File: config.mk
export PLATFORM = sky130hd
export DESIGN_NAME = pacoblaze_alu_seq
export DESIGN_NICKNAME = d
export VERILOG_FILES = /design/src/rtl/pacoblaze_alu_seq.sv
export SDC_FILE = /design/constraint.sdc
export NUM_CORES = 1
export LEC_CHECK = 0
export BUFFER_PORTS_ARGS = -buffer_cell sky130_fd_sc_hd__buf_2
export CELL_PAD_IN_SITES_DETAIL_PLACEMENT = 1
export CELL_PAD_IN_SITES_GLOBAL_PLACEMENT = 1
export CORE_MARGIN = 2
export CORE_UTILIZATION = 47
export DETAILED_ROUTE_END_ITERATION = 8
export PLACE_DENSITY_LB_ADDON = 0.1
export SLEW_MARGIN = 20
export SYNTH_ARGS = -nofsm -noshare
export SYNTH_HDL_FRONTEND = slang
export SYNTH_SLANG_ARGS = --single-unit
File: constraint.sdc
create_clock -name clk -period 4.45 [get_ports clk]
set_input_delay 1.1125 -clock clk [delete_from_list [all_inputs] [get_ports clk]]
set_output_delay 1.1125 -clock clk [all_outputs]
set_load 0.03 [all_outputs]
File: src/rtl/pacoblaze_alu_seq.sv
// PacoBlaze execute stage: ALU, C/Z flags with interrupt shadow,
// iterative shift-add MUL, and register file write-back sequencing.
module pacoblaze_alu_seq #(
    parameter int WIDTH = 8,
    parameter int DEPTH = 4
) (
    input  logic             clk,
    input  logic             reset,
    input  logic             op_valid,
    output logic             op_ready,
    input  logic [3:0]       op_code,
    input  logic [DEPTH-1:0] op_x_addr,
    input  logic [DEPTH-1:0] op_y_addr,
    input  logic [WIDTH-1:0] operand_x,
    input  logic [WIDTH-1:0] operand_y,
    input  logic             flag_save,
    input  logic             flag_restore,
    output logic             wb_write_enable,
    output logic [DEPTH-1:0] wb_address,
    output logic [WIDTH-1:0] wb_data,
    output logic             carry,
    output logic             zero,
    output logic             busy
);

    localparam int CW = (WIDTH > 1) ? $clog2(WIDTH) : 1;
    localparam logic [CW-1:0] CNT_LAST = CW'(WIDTH - 1);

    typedef enum logic [2:0] {
        S_IDLE,
        S_WB,
        S_MUL,
        S_WB_LO,
        S_WB_HI
    } state_t;

    state_t             state_q, state_d;
    logic               we_q, we_d;
    logic [DEPTH-1:0]   addr_q, addr_d;
    logic [WIDTH-1:0]   data_q, data_d;
    logic               c_q, c_d;
    logic               z_q, z_d;
    logic               sc_q, sc_d;
    logic               sz_q, sz_d;
    logic [2*WIDTH-1:0] mcand_q, mcand_d;
    logic [2*WIDTH-1:0] prod_q, prod_d;
    logic [WIDTH-1:0]   mplier_q, mplier_d;
    logic [CW-1:0]      cnt_q, cnt_d;
    logic [DEPTH-1:0]   xa_q, xa_d;
    logic [DEPTH-1:0]   ya_q, ya_d;

    logic [WIDTH:0]     sum;
    logic [WIDTH-1:0]   res;
    logic               alu_c;
    logic               alu_we;
    logic               alu_fl;
    logic [2*WIDTH-1:0] prod_n;
    logic               upd;
    logic               upd_c;
    logic               upd_z;

    // Combinational ALU on the raw operands; only used in the accept cycle.
    always_comb begin
        sum    = '0;
        res    = '0;
        alu_c  = c_q;
        alu_we = 1'b1;
        alu_fl = 1'b1;
        case (op_code)
            4'h0: begin
                res    = operand_y;
                alu_fl = 1'b0;
            end
            4'h1: begin
                res   = operand_x & operand_y;
                alu_c = 1'b0;
            end
            4'h2: begin
                res   = operand_x | operand_y;
                alu_c = 1'b0;
            end
            4'h3: begin
                res   = operand_x ^ operand_y;
                alu_c = 1'b0;
            end
            4'h4, 4'h5: begin
                sum = {1'b0, operand_x} + {1'b0, operand_y}
                    + {{WIDTH{1'b0}}, (op_code[0] & c_q)};
                res   = sum[WIDTH-1:0];
                alu_c = sum[WIDTH];
            end
            4'h6, 4'h7, 4'h8: begin
                sum = {1'b0, operand_x} - {1'b0, operand_y}
                    - {{WIDTH{1'b0}}, (op_code == 4'h7) & c_q};
                res    = sum[WIDTH-1:0];
                alu_c  = sum[WIDTH];
                alu_we = (op_code != 4'h8);
            end
            4'h9: begin
                res    = operand_x & operand_y;
                alu_c  = ^res;
                alu_we = 1'b0;
            end
            4'hA: begin
                res   = {1'b0, operand_x[WIDTH-1:1]};
                alu_c = operand_x[0];
            end
            4'hB: begin
                res   = {operand_x[WIDTH-2:0], 1'b0};
                alu_c = operand_x[WIDTH-1];
            end
            4'hC: begin
                res   = {operand_x[0], operand_x[WIDTH-1:1]};
                alu_c = operand_x[0];
            end
            4'hD: begin
                res   = {operand_x[WIDTH-2:0], operand_x[WIDTH-1]};
                alu_c = operand_x[WIDTH-1];
            end
            default: begin
                alu_we = 1'b0;
                alu_fl = 1'b0;
            end
        endcase
    end

    always_comb begin
        state_d  = state_q;
        we_d     = 1'b0;
        addr_d   = addr_q;
        data_d   = data_q;
        mcand_d  = mcand_q;
        prod_d   = prod_q;
        mplier_d = mplier_q;
        cnt_d    = cnt_q;
        xa_d     = xa_q;
        ya_d     = ya_q;
        upd      = 1'b0;
        upd_c    = c_q;
        upd_z    = z_q;
        prod_n   = prod_q + (mplier_q[0] ? mcand_q : '0);
        case (state_q)
            S_IDLE: begin
                if (op_valid) begin
                    if (op_code == 4'hE) begin
                        state_d  = S_MUL;
                        mcand_d  = {{WIDTH{1'b0}}, operand_x};
                        mplier_d = operand_y;
                        prod_d   = '0;
                        cnt_d    = '0;
                        xa_d     = op_x_addr;
                        ya_d     = op_y_addr;
                    end else begin
                        state_d = S_WB;
                        if (alu_we) begin
                            we_d   = 1'b1;
                            addr_d = op_x_addr;
                            data_d = res;
                        end
                        upd   = alu_fl;
                        upd_c = alu_c;
                        upd_z = (res == '0);
                    end
                end
            end
            S_WB: state_d = S_IDLE;
            S_MUL: begin
                prod_d   = prod_n;
                mcand_d  = mcand_q << 1;
                mplier_d = mplier_q >> 1;
                cnt_d    = cnt_q + 1'b1;
                if (cnt_q == CNT_LAST) begin
                    state_d = S_WB_LO;
                    we_d    = 1'b1;
                    addr_d  = xa_q;
                    data_d  = prod_n[WIDTH-1:0];
                    upd     = 1'b1;
                    upd_c   = |prod_n[2*WIDTH-1:WIDTH];
                    upd_z   = (prod_n == '0);
                end
            end
            S_WB_LO: begin
                state_d = S_WB_HI;
                we_d    = 1'b1;
                addr_d  = ya_q;
                data_d  = prod_q[2*WIDTH-1:WIDTH];
            end
            S_WB_HI: state_d = S_IDLE;
            default: state_d = S_IDLE;
        endcase
    end

    // Restore beats ALU update; save samples pre-update flags, so both at once swap.
    always_comb begin
        c_d  = c_q;
        z_d  = z_q;
        sc_d = sc_q;
        sz_d = sz_q;
        if (flag_restore) begin
            c_d = sc_q;
            z_d = sz_q;
        end else if (upd) begin
            c_d = upd_c;
            z_d = upd_z;
        end
        if (flag_save) begin
            sc_d = c_q;
            sz_d = z_q;
        end
    end

    always_ff @(posedge clk or posedge reset) begin
        if (reset) begin
            state_q  <= S_IDLE;
            we_q     <= 1'b0;
            addr_q   <= '0;
            data_q   <= '0;
            c_q      <= 1'b0;
            z_q      <= 1'b0;
            sc_q     <= 1'b0;
            sz_q     <= 1'b0;
            mcand_q  <= '0;
            prod_q   <= '0;
            mplier_q <= '0;
            cnt_q    <= '0;
            xa_q     <= '0;
            ya_q     <= '0;
        end else begin
            state_q  <= state_d;
            we_q     <= we_d;
            addr_q   <= addr_d;
            data_q   <= data_d;
            c_q      <= c_d;
            z_q      <= z_d;
            sc_q     <= sc_d;
            sz_q     <= sz_d;
            mcand_q  <= mcand_d;
            prod_q   <= prod_d;
            mplier_q <= mplier_d;
            cnt_q    <= cnt_d;
            xa_q     <= xa_d;
            ya_q     <= ya_d;
        end
    end

    assign op_ready        = (state_q == S_IDLE);
    assign busy            = ~op_ready;
    assign wb_write_enable = we_q;
    assign wb_address      = addr_q;
    assign wb_data         = data_q;
    assign carry           = c_q;
    assign zero            = z_q;

endmodule

==> run summary <==
The flow ran to the end, and the final reports show no timing, DRC or antenna violations. Counting flops with an async set or reset pin after synthesis yields a share of 100%. Summing all non-filler instances in the final layout gives an area of 0.00632 mm2.

Timing would allow up to 0.257 GHz. The number of nets at the end of the flow was 747; the number of buffers created by CTS was 9. From synthesis to final layout, the design area changed by 12.3%.

Data on the critical path is required at its endpoint by 4.69 ns. The depth of the worst register-to-register path came out at 11. Walking the worst path, the cells encountered are buf_2, nor2b_1, nand4_1, fa_1, fa_1, o21a_1, nor2_1, xnor2_1, a211o_1, or4_1, o41a_1, o41ai_2. Measured against its own limit, the worst slew margin works out to 37.2%. For the slack of the worst reg-to-reg path, the log shows 0.80 ns. The slowest stage of the critical path belongs to the cell sky130_fd_sc_hd__or4_1.

Along the worst path, the maximum fanout reaches 3. In this run the number of cells on the critical path is 12. The fraction of layout instances using a drive strength above 1 is 15.4%, and the area taken by flip-flops and latches is 0.00178 mm2. Setup repair after global routing left no endpoint under its margin. STA classifies the critical path startpoint as an input port. The count of pins on the block boundary is 50. After detailed routing, the average wire length per cell comes to 20.7 um. TritonCTS built the clock tree. The initialized floorplan defines 39 standard-cell rows.

After clock tree synthesis, the clock-pin slew on the worst setup and hold paths is 0.06 ns. The filler cells instantiated in the layout total 1,374. During synthesis, Yosys emitted a total of 0 warnings.

Broken down by cell family, the worst path's largest delay share belongs to compound AO/OA/AOI/OAI gates. After clock tree synthesis, the setup repair step added 0 buffers. In this run the worst setup path begins at op_code[2]. CTS built an H-tree with a depth of 3. In this run the critical register-to-register path is captured at zero. The worst setup path is of the in2reg kind. STA classifies the critical path endpoint as a register. For the post-route antenna net violation count, the log shows 0. The tightest min-delay check is of the reg2reg type. Total power for the finished layout comes to 2.99 mW.

The worst register-to-register path begins at mplier_q[0]. The setup TNS was 0 ns; the flop and latch count out of synthesis was 71. Hold repair after CTS inserted 0 buffers.

For this run, design rule violations remaining after detail routing come to 0. The run gives 0 as the count of inserted antenna diode cells. The final critical path time including I/O delays and setup came out at 3.89 ns. The cell area after synthesis is 0.00563 mm2.

The clock net sink count is 71. Wire length of the first global-routing pass: 27,500 um. The analysis attributes to cell leakage a power of 2.96 nW.

Data arrives at the worst endpoint at 4.13 ns. For this block, the initial DRC count from the detailed router was 305. The starting density of the core was 48.7%.

The number of global-route vias before repair was 5,180; the pin count of the biggest net entering global routing was 61. The tools report the portion of the post-synthesis area used by sequential elements as 31.6%. The buffers plus inverters on the worst setup path came out at 1. The die covers 0.0129 mm2. The number of antenna violations at the first check in global routing came out at 0.

The first detailed-routing pass took 4 iterations. For the count of final setup violators, the log shows 0. The overall via count from detail_route was 4,894. The region available for standard cell placement spans 0.0116 mm2.

The cell that appears most often on the critical path is sky130_fd_sc_hd__fa_1. The tree is rooted in a sky130_fd_sc_hd__clkbuf_16. The die span in x was 113 um; the die boundary height was 113 um. The synthesized design contains 0 enable-type register cells.

The worst path uses 87.4% of the clock period. Routability-driven placement finished with a final weighted congestion of 0.915. The tools report the final hold violation count as 0. Dividing the detail-routed via count by the number of cells gives 6.04. Detailed-placement wirelength estimate: 12,200 um.

The tools report the area used by multi-input combinational logic as 0.00354 mm2. The most used flip-flop cell after synthesis is sky130_fd_sc_hd__dfrtp_1. Counting along the longest clock path gives a buffer depth of 2. For the total of max-cap violations, the log shows 0. The average cell area after synthesis was 8.99 um2; the power density normalized to cell area was 473 mW/mm2. For the worst clock skew, the log shows 0.00421 ns.

The logs give 711 for the number of nets produced by synthesis and 282 uV for the worst voltage drop across the vdd grid. On the worst path, the slowest cell contributes a delay of 0.53 ns. For the pin with the worst max-slew slack, the measured transition is 0.941 ns.

The synthesized netlist contains 69 unique library cells. The number of slew-limit violations in the final report came out at 0. Buffers placed on the I/O ports in this run total 49.

The routed wire length was 16,800 um. The total overflow left after global routing is 0. The logs give 27.1% for the overall track demand over capacity in global routing and 0.00596 mm2 for the instance area after placement. The tools report the clock insertion delay at the later pin of the skew report as 0.34 ns.

The number of resized instances in the post-cts repair step was 0; the synthesized instance count was 626. The timing endpoint of the critical path is zero.
area by class of cell:
type,instances,share of cell area [%]
tap,143,2.83
sequential,71,28.1
inverter,38,2.26
clock inverter,6,1.82
timing repair buffer,60,5.19
multi-input combinational,482,56.0
clock buffer,10,3.78
synth_stat cells (5+ instances only):
| cell type | number | share of area, % |
|---|---|---|
| sky130_fd_sc_hd__o221ai_1 | 6 | 0.93 |
| sky130_fd_sc_hd__a31oi_1 | 5 | 0.56 |
| sky130_fd_sc_hd__nand2b_1 | 5 | 0.56 |
| sky130_fd_sc_hd__nand2_1 | 65 | 4.3 |
| sky130_fd_sc_hd__a21oi_1 | 25 | 2.2 |
| sky130_fd_sc_hd__a211oi_1 | 6 | 0.80 |
| sky130_fd_sc_hd__dfrtp_1 | 71 | 32 |
| sky130_fd_sc_hd__and2_1 | 17 | 1.9 |
| sky130_fd_sc_hd__buf_2 | 9 | 0.80 |
| sky130_fd_sc_hd__nor2_1 | 23 | 1.5 |
| sky130_fd_sc_hd__fa_1 | 5 | 1.8 |
| sky130_fd_sc_hd__o211ai_1 | 5 | 0.67 |
| sky130_fd_sc_hd__mux2i_1 | 31 | 5.5 |
| sky130_fd_sc_hd__mux2_2 | 10 | 2.0 |
| sky130_fd_sc_hd__xor2_1 | 7 | 1.1 |
| sky130_fd_sc_hd__nor3_1 | 11 | 0.98 |
| sky130_fd_sc_hd__nand4_1 | 7 | 0.78 |
| sky130_fd_sc_hd__o21ai_0 | 69 | 6.1 |
| sky130_fd_sc_hd__nand3_1 | 10 | 0.89 |
| sky130_fd_sc_hd__a21o_1 | 6 | 0.80 |
| sky130_fd_sc_hd__inv_1 | 37 | 2.5 |
| sky130_fd_sc_hd__xnor2_1 | 21 | 3.3 |
| sky130_fd_sc_hd__clkbuf_1 | 18 | 1.2 |
| sky130_fd_sc_hd__a22o_1 | 22 | 3.4 |
| sky130_fd_sc_hd__nor2b_1 | 6 | 0.67 |
| sky130_fd_sc_hd__ha_1 | 47 | 10 |
| sky130_fd_sc_hd__a211o_1 | 5 | 0.78 |
power by group:
| part | switching [mW] | internal (mW) | leakage (nW) | total (mW) |
|---|---|---|---|---|
| Clock | 0.297 | 0.566 | 0.169 | 0.863 |
| Sequential | 0.171 | 0.847 | 0.921 | 1.02 |
| Combinational | 0.680 | 0.426 | 1.87 | 1.11 |
| Total | 1.15 | 1.84 | 2.96 | 2.99 |
cell families (layout without fill, tap and decap cells):
group | count (synthesis) | in the layout | synth area share [%]
compound gates | 194 | 194 | 24.0
xor+xnor | 28 | 28 | 4.36
fa+ha+maj | 52 | 52 | 12.2
buf+inv | 73 | 114 | 5.60
flops | 71 | 71 | 31.6
mux | 41 | 41 | 7.52
simple gates | 167 | 167 | 14.7
how the worst min path moves through the flow:
stage / startpoint / endpoint / slack, ns / cells past startpoint
floorplan: mplier_q[7] / mplier_q[7] / 0.45 / 2
global placement: wb_address[1] / wb_address[1] / 0.46 / 2
detailed placement: mplier_q[5] / mplier_q[5] / 0.47 / 2
CTS: mplier_q[5] / mplier_q[5] / 0.49 / 2
global route: mplier_q[7] / mplier_q[7] / 0.52 / 2
finish: mplier_q[7] / mplier_q[7] / 0.49 / 2
per-layer routing:
layer,wire [um],track usage [%],up-vias
met5,0,0,-
met4,450,9.84,0
met3,682,4.36,36
met2,8240,45.9,121
met1,7410,35.2,2403
li1,-,-,2334
per-stage QoR:
step	setup WS [ns]	utilization [%]	hold slack (ns)	cells
6_report	0.560	54.6	0.486	810
5_1_grt	0.447	54.6	0.518	810
4_1_cts	0.543	54.6	0.489	810
3_5_place_dp	0.206	51.6	0.475	794
3_3_place_gp	0.303	51.6	0.461	794
2_1_floorplan	0.00500	-	0.448	626
layout by cell type (no fill, tap or decap), types with 4 or more instances in the layout:
cell	count
sky130_fd_sc_hd__dfrtp_1	71
sky130_fd_sc_hd__o21ai_0	69
sky130_fd_sc_hd__nand2_1	65
sky130_fd_sc_hd__buf_2	49
sky130_fd_sc_hd__ha_1	47
sky130_fd_sc_hd__inv_1	36
sky130_fd_sc_hd__mux2i_1	31
sky130_fd_sc_hd__a21oi_1	25
sky130_fd_sc_hd__nor2_1	23
sky130_fd_sc_hd__a22o_1	22
sky130_fd_sc_hd__xnor2_1	21
sky130_fd_sc_hd__and2_1	17
sky130_fd_sc_hd__nor3_1	11
sky130_fd_sc_hd__buf_4	11
sky130_fd_sc_hd__nand3_1	10
sky130_fd_sc_hd__mux2_2	10
sky130_fd_sc_hd__clkbuf_16	9
sky130_fd_sc_hd__nand4_1	7
sky130_fd_sc_hd__xor2_1	7
sky130_fd_sc_hd__nor2b_1	6
sky130_fd_sc_hd__a21o_1	6
sky130_fd_sc_hd__o221ai_1	6
sky130_fd_sc_hd__a211oi_1	6
sky130_fd_sc_hd__nand2b_1	5
sky130_fd_sc_hd__a31oi_1	5
sky130_fd_sc_hd__o211ai_1	5
sky130_fd_sc_hd__a211o_1	5
sky130_fd_sc_hd__fa_1	5
sky130_fd_sc_hd__o21bai_1	4
sky130_fd_sc_hd__o22ai_1	4
sky130_fd_sc_hd__nand3b_1	4
worst register-to-register path: cells and delay by family, from the launching register on:
kind            cells  cell delay [ns]
compound gates      5             1.19
simple gates        3             0.92
fa+ha+maj           2             0.63
flops               1             0.56
xor+xnor            1             0.24
registers in the layout (all words and copies together), names as in the netlist, 3 cells and up:
signal	count
cnt_q	3
xa_q	4
mplier_q	8
wb_data	8
ya_q	4
mcand_q	16
state_q	3
wb_address	4
prod_q	16
(Power assumes the default switching activity.)
